`src/rtl/softreg_cfg_responder.sv`:
```
// softreg_cfg_responder: responder side of the SoftReg interface inside the
// accelerator. Holds the PageRank configuration registers, launches the
// engine with a one-cycle start pulse, and answers host reads. A read of
// DONE_ALL blocks until the engine reports completion.
module softreg_cfg_responder #(
    parameter logic [31:0] A_N_VERT    = 32'h00,
    parameter logic [31:0] A_N_INEDGES = 32'h08,
    parameter logic [31:0] A_VADDR     = 32'h10,
    parameter logic [31:0] A_IEADDR    = 32'h18,
    parameter logic [31:0] A_WADDR0    = 32'h20,
    parameter logic [31:0] A_WADDR1    = 32'h28,
    parameter logic [31:0] A_START     = 32'h30,
    parameter logic [31:0] A_DONE_ALL  = 32'h38,
    parameter logic [31:0] A_STATUS    = 32'h40
) (
    input  logic        clk,
    input  logic        rst,
    input  logic        softreg_req_valid,
    input  logic        softreg_req_isWrite,
    input  logic [31:0] softreg_req_addr,
    input  logic [63:0] softreg_req_data,
    output logic        softreg_resp_valid,
    output logic [63:0] softreg_resp_data,
    output logic [63:0] n_vert,
    output logic [63:0] n_inedges,
    output logic [63:0] vaddr,
    output logic [63:0] ieaddr,
    output logic [63:0] write_addr0,
    output logic [63:0] write_addr1,
    output logic        start,
    output logic        busy,
    input  logic        accel_done,
    input  logic [63:0] accel_result
);

    typedef enum logic [1:0] {S_IDLE, S_RUN, S_DONE} state_t;

    state_t      state;
    logic        done_latched;
    logic        pend;
    logic        err;
    logic [63:0] result_q;

    logic        req_wr;
    logic        req_rd;
    logic        done_evt;
    logic        cfg_hit;
    logic [63:0] rd_data;

    assign req_wr   = softreg_req_valid & softreg_req_isWrite;
    assign req_rd   = softreg_req_valid & ~softreg_req_isWrite;
    // Completion only counts while the engine is actually running.
    assign done_evt = accel_done & (state == S_RUN);

    // Decode the request address into a config-register hit and the non-blocking read value.
    always_comb begin
        // NOTE: every combinational output gets a default first so no latch is inferred.
        cfg_hit = 1'b1;
        rd_data = '0;
        case (softreg_req_addr)
            A_N_VERT:    rd_data = n_vert;
            A_N_INEDGES: rd_data = n_inedges;
            A_VADDR:     rd_data = vaddr;
            A_IEADDR:    rd_data = ieaddr;
            A_WADDR0:    rd_data = write_addr0;
            A_WADDR1:    rd_data = write_addr1;
            A_STATUS: begin
                cfg_hit = 1'b0;
                rd_data = {61'b0, err, done_latched, busy};
            end
            default:     cfg_hit = 1'b0;
        endcase
    end

    // Configuration registers, run sequencing, error tracking and read responses.
    always_ff @(posedge clk or negedge rst) begin
        if (!rst) begin
            // NOTE: config registers are reset too, so the engine never sees stale values after reset.
            n_vert             <= '0;
            n_inedges          <= '0;
            vaddr              <= '0;
            ieaddr             <= '0;
            write_addr0        <= '0;
            write_addr1        <= '0;
            start              <= 1'b0;
            busy               <= 1'b0;
            softreg_resp_valid <= 1'b0;
            softreg_resp_data  <= '0;
            state              <= S_IDLE;
            done_latched       <= 1'b0;
            pend               <= 1'b0;
            err                <= 1'b0;
            result_q           <= '0;
        end else begin
            // NOTE: non-blocking assignments throughout, so every branch below sees pre-edge state
            // and a later branch in this block deliberately overrides an earlier one.
            start              <= 1'b0;
            softreg_resp_valid <= 1'b0;

            if (done_evt) begin
                result_q     <= accel_result;
                done_latched <= 1'b1;
                state        <= S_DONE;
                if (pend) begin
                    // The blocked DONE_ALL read is answered one cycle after the pulse.
                    pend               <= 1'b0;
                    softreg_resp_valid <= 1'b1;
                    softreg_resp_data  <= accel_result;
                    busy               <= 1'b0;
                    state              <= S_IDLE;
                end
            end

            if (req_wr) begin
                if (cfg_hit) begin
                    if (state == S_IDLE) begin
                        case (softreg_req_addr)
                            A_N_VERT:    n_vert      <= softreg_req_data;
                            A_N_INEDGES: n_inedges   <= softreg_req_data;
                            A_VADDR:     vaddr       <= softreg_req_data;
                            A_IEADDR:    ieaddr      <= softreg_req_data;
                            A_WADDR0:    write_addr0 <= softreg_req_data;
                            A_WADDR1:    write_addr1 <= softreg_req_data;
                            default:     ;
                        endcase
                    end else begin
                        err <= 1'b1;
                    end
                end else if (softreg_req_addr == A_START) begin
                    if (state == S_RUN) begin
                        err <= 1'b1;
                    end else begin
                        // Launch (or relaunch from DONE) with the current configuration.
                        start        <= 1'b1;
                        busy         <= 1'b1;
                        done_latched <= 1'b0;
                        state        <= S_RUN;
                    end
                end else if (softreg_req_addr == A_STATUS) begin
                    err <= 1'b0;
                end
            end

            if (req_rd) begin
                if (pend) begin
                    // Only one DONE_ALL read may be outstanding; anything else is dropped.
                    err <= 1'b1;
                end else if (softreg_req_addr == A_DONE_ALL) begin
                    if (done_latched || done_evt) begin
                        softreg_resp_valid <= 1'b1;
                        softreg_resp_data  <= done_latched ? result_q : accel_result;
                        busy               <= 1'b0;
                        state              <= S_IDLE;
                    end else begin
                        pend <= 1'b1;
                    end
                end else begin
                    softreg_resp_valid <= 1'b1;
                    softreg_resp_data  <= rd_data;
                end
            end
        end
    end

endmodule
```
`config.mk`:
```
export PLATFORM = sky130hd
export DESIGN_NAME = softreg_cfg_responder
export DESIGN_NICKNAME = d
export VERILOG_FILES = /design/src/rtl/softreg_cfg_responder.sv
export SDC_FILE = /design/constraint.sdc
export NUM_CORES = 1
export LEC_CHECK = 0
export CAP_MARGIN = 20
export CORE_AREA = 3 3 238 240
export DETAILED_ROUTE_END_ITERATION = 10
export DIE_AREA = 0 0 241 243
export HOLD_SLACK_MARGIN = 0.08
export PLACE_DENSITY = 0.82
export SYNTH_ARGS = -nofsm -noshare
export SYNTH_HDL_FRONTEND = slang
export SYNTH_SLANG_ARGS = --single-unit
```
`constraint.sdc`:
```
create_clock -name clk -period 6.58 [get_ports clk]
set_input_delay 1.645 -clock clk [delete_from_list [all_inputs] [get_ports clk]]
set_output_delay 1.645 -clock clk [all_outputs]
set_load 0.02 [all_outputs]
```
==> impl_metrics.csv, run 1 <==
group,metric,value,unit
setup_path,reg2regPathDepth,7,
setup_path,path_buf_inv,3,
timing,min_period,4740,ps
timing,hold_viol_final,0,
pwr,switching_share,0.254,
placed_design,portBuffers,615,
grt,grt_pass1_wl,128000,um
setup_path,start_kind,"primary input",
floorplanning,row_count,86,
synthesis,synthesis.area,22700,um^2
grt,gr-total-overflow,0,
timing,final_max_slew_viol_count,0,
setup_path,r2r_end,"softreg_resp_data[21]$_DFF_PN0_",
grt,grt_usage,0.286,
synthesis,yosys_warnings,0,
min_path,min_to,"result_q[39]$_DFFE_PN0P_",
detailed_routing,wl,85700,um
setup_path,ff2ff_setup_slack,3640,ps
timing,fin_crit_sh,0.720,
min_path,min_path_type,"reg -> reg",
synthesis,synth.avg_cell_area,12.5,um^2
setup_path,r2r_start,"state[1]$_DFF_PN0_",
cells_and_area,final_util,0.573,
clocking,cts_buffer_depth,3,
clocking,holdBufCountCts,0,
timing,slew_headroom,0.209,
timing,grt_setup_unrepaired,"no",
detailed_routing,wl_per_cell,27.2,um
cells_and_area,area_delta_synth_final,38.3,%
placed_design,gp_congestion,0.866,
clocking,clk_pin_slew,60,ps
clocking,cts_resized,0,
floorplanning,ioPinCount,616,
pwr,power_frac_comb,0.092,
synthesis,synth_cells,1822,
clocking,cts_tree,"yes",
synthesis,synthFlopType,"dfrtp_1",
cells_and_area,fillCellCount,4295,
pwr,powerDensity,234,nW/um^2
floorplanning,die_h,243,um
synthesis,yosysTopAreaCell,"dfrtp_1",
pwr,sequentialPowerShare,0.482,
timing,fmax,211,MHz
pwr,switchingPower,1870,uW
clocking,clk_latency,600,ps
synthesis,yosys_register_bits,520,
floorplanning,initial_core_util,0.414,
clocking,htree_levels,2,
setup_path,crit_fanout,38,
pwr,p_leak,0.0148,uW
setup_path,path_delay_family,"simple AND/OR/NAND/NOR gates",
timing,fin_hold_ws,477,ps
detailed_routing,ant_nets,0,
clocking,cts_sinks,520,
setup_path,critPathRequiredTime,7090,ps
setup_path,critPathKind,"in -> reg",
setup_path,cp_slowest_cell,"buf_4",
grt,antenna_found_initial,7,
placed_design,hpwl,54300,um
setup_path,critical_path.cell_chain,"clkdlybuf4s50_1 > nor4_1 > nand4b_1 > nor3_2 > buf_4 > buf_4 > a222oi_1 > and3_1 > o22ai_1",
setup_path,cp_common_cell,"buf_4",
clocking,cts_root_buf,"clkbuf_16",
setup_path,critPathMaxStageDelay,650,ps
setup_path,arrival,5250,ps
cells_and_area,nNetsFinal,2556,
cells_and_area,fin_cells,3147,
grt,grt_pass1_vias,20500,
detailed_routing,vias,19400,
cells_and_area,multi_input_area,9220,um^2
detailed_routing,viasPerCell,6.17,
timing,setup-tns-final,0,ps
floorplanning,core-area,54900,um^2
floorplanning,design.die.area,58600,um^2
detailed_routing,dr.pass1.iters,7,
timing,worstMarginPinSlew,1190,ps
pwr,p_clk_frac,0.426,
synthesis,yosys.area.top_type_share,0.573,
min_path,hold_path_depth,2,
clocking,cts_buffers,55,
synthesis,synth_area_leaders,"dfrtp_1 (57%), mux2_2 (9.9%), mux2_1 (9.2%)",
cells_and_area,layout-drive-gt1-share,0.141,
synthesis,async_reset_ff_frac,1.00,
clocking,postCtsSetupRepairBufs,0,
detailed_routing,drc,0,
timing,fin_skew,15.3,ps
grt,grt_max_degree,160,
job,cap_violations,0,
detailed_routing,dr.first_iter.drc_count,2156,
setup_path,crit_path_end_kind,"register",
cells_and_area,regArea,13000,um^2
status,status,"completed",
pwr,p_int,5490,uW
synthesis,synth_cell_types,40,
synthesis,syn_nets,1987,
pwr,vdd_drop_max,0.208,mV
timing,setup_viol,0,
min_path,hold_start,"result_q[39]$_DFFE_PN0P_",
synthesis,seq_area_frac_synth,0.573,
placed_design,dp.cells,3038,
floorplanning,die_w,241,um
synthesis,synth_edf_count,0,
[cells in the final DEF (no fill, tap or decap), types with 3 or more instances in the layout]
master / instances
a31oi_1: 3
o21ai_0: 65
clkinv_2: 11
a21oi_1: 6
a21boi_0: 3
clkinv_4: 3
clkinvlp_4: 4
nor2_1: 11
buf_4: 28
nand2_1: 262
clkbuf_16: 57
nor3_1: 6
a222oi_1: 62
buf_12: 4
o22ai_1: 61
nand2_4: 6
clkdlybuf4s50_1: 614
mux2_1: 185
nand3_1: 3
a221oi_1: 3
and3_1: 64
clkbuf_1: 11
a22oi_1: 125
inv_1: 3
mux2i_1: 62
mux2_2: 200
dfrtp_1: 519
nor4_1: 7
clkbuf_8: 14
diode_2: 7
a211oi_1: 3
[stage by stage]
step | total power, uW | setup WS, ps | cell area [um^2]
finish | 7360 | 1840 | 31400
global route | 7640 | 1780 | 31400
CTS | 7390 | 1950 | 31400
floorplan | 3910 | 2980 | 22700
detailed placement | 4270 | 1330 | 29600
global placement | 4220 | 1410 | 29600
[synthesized netlist by cell type, types with 2 or more instances]
cell / count
a221oi_1: 3
buf_4: 12
mux2_2: 200
and3_1: 65
nand4_1: 2
nand2_1: 265
o22ai_1: 61
nor3_1: 8
clkbuf_1: 67
nor4_2: 2
a211oi_1: 3
a22oi_1: 125
a21oi_1: 7
nand3_1: 4
buf_2: 41
nand2b_1: 2
mux2_1: 185
a31oi_1: 3
nand3b_1: 2
a32o_1: 2
inv_1: 3
nor4_1: 9
o21ai_0: 65
dfrtp_1: 520
nor2_1: 11
nand2_2: 3
buf_1: 15
a222oi_1: 62
a21boi_0: 3
mux2i_1: 62
[per-layer routing]
| layer | global-route usage | vias up | part of all wire |
|---|---|---|---|
| li1 | - | 7906 | - |
| met1 | 0.341 | 9687 | 0.35 |
| met2 | 0.461 | 1463 | 0.47 |
| met3 | 0.0915 | 356 | 0.12 |
| met4 | 0.153 | 0 | 0.059 |
| met5 | 0 | - | 0 |
[worst max path at each step]
stage,startpoint,endpoint,slack (ps),cells after the start
after floorplan,softreg_req_addr[21],n_vert[3]$_DFFE_PN0P_,2980,7
final,softreg_req_addr[25],softreg_resp_data[36]$_DFF_PN0_,1840,9
after global placement,softreg_req_addr[25],softreg_resp_data[36]$_DFF_PN0_,1410,9
after global routing,softreg_req_addr[25],softreg_resp_data[22]$_DFF_PN0_,1780,9
after CTS,softreg_req_addr[25],softreg_resp_data[22]$_DFF_PN0_,1950,9
after detailed placement,softreg_req_addr[25],softreg_resp_data[36]$_DFF_PN0_,1330,9
[state kept, by name (all words and copies together), names as in the netlist]
name and flops:
vaddr 64, start 1, done_latched 1, n_vert 64, softreg_resp_data 64, ieaddr 64, busy 1, n_inedges 64
write_addr1 64, pend 1, softreg_resp_valid 1, err 1, state 2, write_addr0 64, result_q 64
[logic make-up after synthesis]
kind of cell | count (synthesis) | synth area share
AO/OA/AOI/OAI | 338 | 0.108
buffers and inverters | 138 | 0.0270
flip-flops | 520 | 0.573
multiplexers | 447 | 0.218
AND/OR/NAND/NOR | 379 | 0.0745
[worst reg2reg max path, cell delays in order (launching register included)]
cell      delay (ps)
dfrtp_1          410
and3b_4          510
buf_4            850
nand2_1          240
o21ai_0          330
a222oi_1         180
and3_1           240
o22ai_1          110
[final cells by class]
class	instances	area share
flip-flops and latches	520	0.414
repair buffers	647	0.205
clock inverters	20	0.00545
well taps	704	0.0280
clock buffers	82	0.0528
diodes	7	0.000557
inverters	3	0.000358
multi-input cells	1164	0.293
[power groups by stage]
| stage | registers (uW) | logic, uW | clock network (uW) |
|---|---|---|---|
| finish | 3550 | 677 | 3130 |
| global route | 3570 | 768 | 3300 |
| CTS | 3540 | 676 | 3170 |
| detailed placement | 3600 | 666 | 0 |
| global placement | 3590 | 631 | 0 |
| floorplan | 3550 | 365 | 0 |
(Power assumes the default switching activity.)
==> run 2: changes to the inputs <==
CORE_AREA = 3 3 239 241   (was 3 3 238 240)
DIE_AREA = 0 0 242 244   (was 0 0 241 243)
PLACE_DENSITY = 0.84   (was 0.82)
clock period = 4 ns   (was 6.58 ns; I/O delays follow)
==> impl_metrics.csv, run 2 (synthesis results as in run 1) <==
group,metric,value,unit
pwr,power_frac_comb,0.094,
setup_path,ff2ff_setup_slack,1690,ps
clocking,cts_root_buf,"clkbuf_16",
grt,grt_pass1_wl,128000,um
setup_path,critPathKind,"in -> reg",
timing,slew_headroom,0.373,
cells_and_area,final_util,0.585,
timing,worstMarginPinSlew,941,ps
cells_and_area,area_delta_synth_final,41.8,%
timing,setup-tns-final,0,ps
detailed_routing,wl,85100,um
clocking,cts_tree,"yes",
grt,antenna_found_initial,8,
pwr,sequentialPowerShare,0.474,
timing,fin_crit_sh,0.857,
cells_and_area,fillCellCount,4240,
timing,fin_hold_ws,445,ps
cells_and_area,multi_input_area,9220,um^2
setup_path,cp-startpoint,"softreg_req_addr[11]",
min_path,min_path_type,"in -> async",
detailed_routing,viasPerCell,5.98,
setup_path,arrival,3900,ps
pwr,p_int,9180,uW
clocking,postCtsSetupRepairBufs,0,
cells_and_area,final_common_cell,"clkdlybuf4s50_1",
timing,fmax,292,MHz
detailed_routing,dr.pass1.iters,7,
clocking,htree_levels,2,
clocking,cts_resized,0,
pwr,powerDensity,381,nW/um^2
detailed_routing,wl_per_cell,26.3,um
timing,min_period,3430,ps
grt,grt_usage,0.280,
setup_path,crit_path_end_kind,"register",
cells_and_area,final_cell_area,32200,um^2
clocking,holdBufCountCts,0,
floorplanning,row_count,86,
grt,grt_max_degree,107,
setup_path,crit_fanout,29,
pwr,switching_share,0.253,
detailed_routing,vias,19400,
floorplanning,core-area,55100,um^2
timing,setup_viol,0,
detailed_routing,ant_nets,0,
cells_and_area,nNetsFinal,2599,
clocking,clk_latency,610,ps
placed_design,hpwl,57700,um
setup_path,critPathRequiredTime,4470,ps
cells_and_area,final_cell_mix,"clkdlybuf4s50_1 (614), dfrtp_1 (519), nand2_1 (262)",
pwr,p_clk_frac,0.432,
placed_design,gp_congestion,0.926,
pwr,vdd_drop_max,0.396,mV
timing,hold_viol_final,0,
job,cap_violations,0,
setup_path,start_kind,"primary input",
clocking,cts_sinks,520,
cells_and_area,fin_cells,3236,
floorplanning,die_w,242,um
floorplanning,design.die.area,59000,um^2
grt,gr-total-overflow,0,
clocking,cts_buffer_depth,3,
clocking,clk_pin_slew,60,ps
status,status,"completed",
timing,grt_setup_unrepaired,"no",
pwr,switchingPower,3100,uW
detailed_routing,drc,0,
timing,fin_skew,23.6,ps
timing,final_max_slew_viol_count,0,
placed_design,dp.cells,3125,
grt,grt_pass1_vias,20600,
cells_and_area,regArea,13000,um^2
floorplanning,initial_core_util,0.412,
floorplanning,die_h,244,um
setup_path,r2r_start,"done_latched$_DFF_PN0_",
pwr,p_leak,0.0151,uW
placed_design,place_area,30300,um^2
clocking,cts_buffers,55,
cells_and_area,layout-drive-gt1-share,0.154,
detailed_routing,dr.first_iter.drc_count,1949,
placed_design,portBuffers,615,
floorplanning,ioPinCount,616,
run 2: cell count changes in the layout (fill, tap and decap cells not counted):
cell / previous run / this run
buf_4: 28 / 42
clkinv_2: 11 / 7
diode_2: 7 / 9
clkinv_4: 3 / 2
clkinvlp_4: 4 / 2
buf_12: 4 / 33
clkbuf_16: 57 / 56
bufinv_16: 2 / 5
inv_6: 0 / 3
clkbuf_1: 11 / 14
clkbuf_8: 14 / 12
clkinv_8: 0 / 1
run 2: per-stage QoR:
stage | setup WS, ps | power, uW
2_1_floorplan | 1050 | 6430
6_report | 570 | 12300
5_1_grt | 581 | 12700
3_3_place_gp | 99.0 | 6970
4_1_cts | 720 | 12300
3_5_place_dp | 85.3 | 7050
run 2: layout make-up:
class / instances / share of cell area
Antenna cell: 9 / 0.000699
Clock buffer: 82 / 0.0503
Clock inverter: 20 / 0.00808
Inverter: 3 / 0.000350
Multi-Input combinational cell: 1164 / 0.286
Sequential cell: 520 / 0.404
Tap cell: 748 / 0.0290
Timing Repair Buffer: 690 / 0.222
run 2: routing by layer:
metal | up-vias | GRT usage | routed length (um)
met5 | - | 0 | 0
met4 | 0 | 0.149 | 4880
met3 | 323 | 0.0813 | 9110
met2 | 1371 | 0.465 | 40700
met1 | 9638 | 0.331 | 30300
li1 | 8025 | - | -
run 2: path summary, 6_finish.rpt:
check,endpoint,depth (start not counted)
worst max register to register,softreg_resp_data[48]$_DFF_PN0_,5
worst min register to register,result_q[17]$_DFFE_PN0P_,2
min in group clk,result_q[17]$_DFFE_PN0P_,2
worst min-delay path,ieaddr[48]$_DFFE_PN0P_,1
worst max-delay path,n_vert[12]$_DFFE_PN0P_,9
max in group asynchronous,done_latched$_DFF_PN0_,2
run 2: power by group through the flow:
stage	Sequential [uW]	Combinational, uW	Clock [uW]
CTS	5810	1160	5360
finish	5820	1160	5310
floorplan	5830	600	0
detailed placement	5910	1140	0
global placement	5880	1090	0
global route	5860	1300	5590
run 2: critical path, cell delays in order:
cell and delay (ps):
clkdlybuf4s50_1 480, nor4_1 290, nand4_1 410, buf_4 370, nor3_1 280, buf_4 170
and3_4 240, buf_12 210, mux2_2 370
==> run 3: changes to the inputs <==
CORE_AREA = 2 2 238 240   (was 3 3 239 241)
DIE_AREA = 0 0 240 242   (was 0 0 242 244)
==> impl_metrics.csv, run 3 (synthesis results as in run 1) <==
group,metric,value,unit
status,status,"completed",
grt,antenna_found_initial,7,
timing,setup-tns-final,0,ps
setup_path,crit_path_end_kind,"register",
pwr,switchingPower,3080,uW
pwr,sequentialPowerShare,0.484,
clocking,htree_levels,2,
detailed_routing,dr.first_iter.drc_count,1945,
setup_path,critPathKind,"in -> reg",
cells_and_area,area_delta_synth_final,42.0,%
grt,grt_pass1_vias,20800,
detailed_routing,dr.pass1.iters,9,
placed_design,place_area,30500,um^2
cells_and_area,layout-drive-gt1-share,0.159,
timing,fin_crit_sh,0.867,
clocking,holdBufCountCts,0,
pwr,switching_share,0.255,
floorplanning,ioPinCount,616,
detailed_routing,wl,87800,um
clocking,clk_pin_slew,60,ps
timing,fin_skew,30.1,ps
floorplanning,row_count,87,
timing,final_max_slew_viol_count,0,
detailed_routing,drc,0,
clocking,cts_resized,0,
floorplanning,initial_core_util,0.408,
job,cap_violations,0,
timing,worst_slack,532,ps
grt,grt_max_degree,96,
min_path,min_path_type,"in -> async",
cells_and_area,final_cell_area,32300,um^2
detailed_routing,viasPerCell,6.09,
clocking,cts_buffer_depth,3,
detailed_routing,ant_nets,0,
grt,grt_pass1_wl,130000,um
timing,fmax,288,MHz
setup_path,critPathRequiredTime,4460,ps
timing,min_period,3470,ps
cells_and_area,final_cell_mix,"clkdlybuf4s50_1 (614), dfrtp_1 (519), nand2_1 (262)",
pwr,p_int,9010,uW
clocking,clk_latency,610,ps
timing,grt_setup_unrepaired,"no",
clocking,cts_root_buf,"clkbuf_16",
grt,gr-total-overflow,0,
setup_path,crit_fanout,35,
placed_design,gp_congestion,0.929,
cells_and_area,final_common_cell,"clkdlybuf4s50_1",
clocking,cts_buffers,53,
floorplanning,die_h,242,um
detailed_routing,wl_per_cell,27.1,um
placed_design,pre_cts_slack,-97.6,ps
setup_path,arrival,3930,ps
pwr,vdd_drop_max,0.352,mV
pwr,power_frac_comb,0.095,
timing,hold_viol_final,0,
floorplanning,design.die.area,58100,um^2
floorplanning,die_w,240,um
pwr,p_leak,0.0152,uW
clocking,cts_tree,"yes",
pwr,powerDensity,375,nW/um^2
floorplanning,core-area,55700,um^2
pwr,p_clk_frac,0.420,
timing,setup_viol,0,
clocking,postCtsSetupRepairBufs,0,
timing,slew_headroom,0.313,
placed_design,portBuffers,615,
placed_design,hpwl,58500,um
setup_path,start_kind,"primary input",
cells_and_area,nNetsFinal,2608,
timing,worstMarginPinSlew,1030,ps
grt,grt_usage,0.296,
detailed_routing,vias,19800,
setup_path,reg2regPathDepth,5,
clocking,cts_sinks,520,
-- run 3: cell types whose count changed in the layout (fill, tap and decap cells not counted) --
| cell | before | now |
|---|---|---|
| clkinv_2 | 7 | 14 |
| buf_12 | 33 | 39 |
| diode_2 | 9 | 5 |
| buf_4 | 42 | 47 |
| bufinv_16 | 5 | 4 |
| clkbuf_1 | 14 | 9 |
| clkinv_8 | 1 | 0 |
| clkinv_4 | 2 | 1 |
| clkbuf_8 | 12 | 9 |
| clkbuf_16 | 56 | 55 |
-- run 3: worst paths after layout --
path / startpoint / to / slack, ps
worst max register to register: done_latched$_DFF_PN0_ / softreg_resp_data[18]$_DFF_PN0_ / 1630
worst min-delay path: rst / ieaddr[6]$_DFFE_PN0P_ / 440
worst min register to register: result_q[39]$_DFFE_PN0P_ / result_q[39]$_DFFE_PN0P_ / 480
max in group asynchronous: rst / vaddr[17]$_DFFE_PN0P_ / 2390
min in group clk: result_q[39]$_DFFE_PN0P_ / result_q[39]$_DFFE_PN0P_ / 480
worst max-delay path: softreg_req_addr[28] / vaddr[30]$_DFFE_PN0P_ / 530
-- run 3: layer usage --
layer | wire length (um) | global-route usage | vias to the layer above | share of wire
met2 | 41700 | 0.482 | 1527 | 0.47
met4 | 5490 | 0.173 | 6 | 0.062
li1 | - | - | 8034 | -
met3 | 10200 | 0.0866 | 371 | 0.12
met5 | 36 | 0 | - | 0.00041
met1 | 30400 | 0.346 | 9835 | 0.35
-- run 3: critical path: stages --
cell and delay (ps):
clkdlybuf4s50_1 540, nor4_1 420, nand4_1 340, buf_4 320, nor3_1 300, and2_1 290
nand2_4 100, buf_12 190, mux2_1 360
-- run 3: metrics by stage --
stage	power, uW	hold slack, ps	instances	utilization
2_1_floorplan	6430	446	1822	-
3_3_place_gp	6990	457	3144	0.547
3_5_place_dp	7070	463	3144	0.547
4_1_cts	12100	459	3241	0.579
5_1_grt	12500	482	3243	0.579
6_report	12100	445	3246	0.579
-- run 3: final cells by class --
class / count / area [um^2]
fillers: 4301 / 23500
flip-flops and latches: 520 / 13000
multi-input cells: 1164 / 9220
repair buffers: 701 / 7290
clock buffers: 73 / 1530
well taps: 756 / 946
clock inverters: 24 / 240
diodes: 5 / 12.5
inverters: 3 / 11.3
-- run 3: power groups by stage --
stage	logic (uW)	registers, uW	clock network, uW
global placement	1080	5900	0
global route	1290	5880	5350
floorplan	600	5830	0
CTS	1150	5840	5140
detailed placement	1130	5930	0
finish	1150	5850	5080
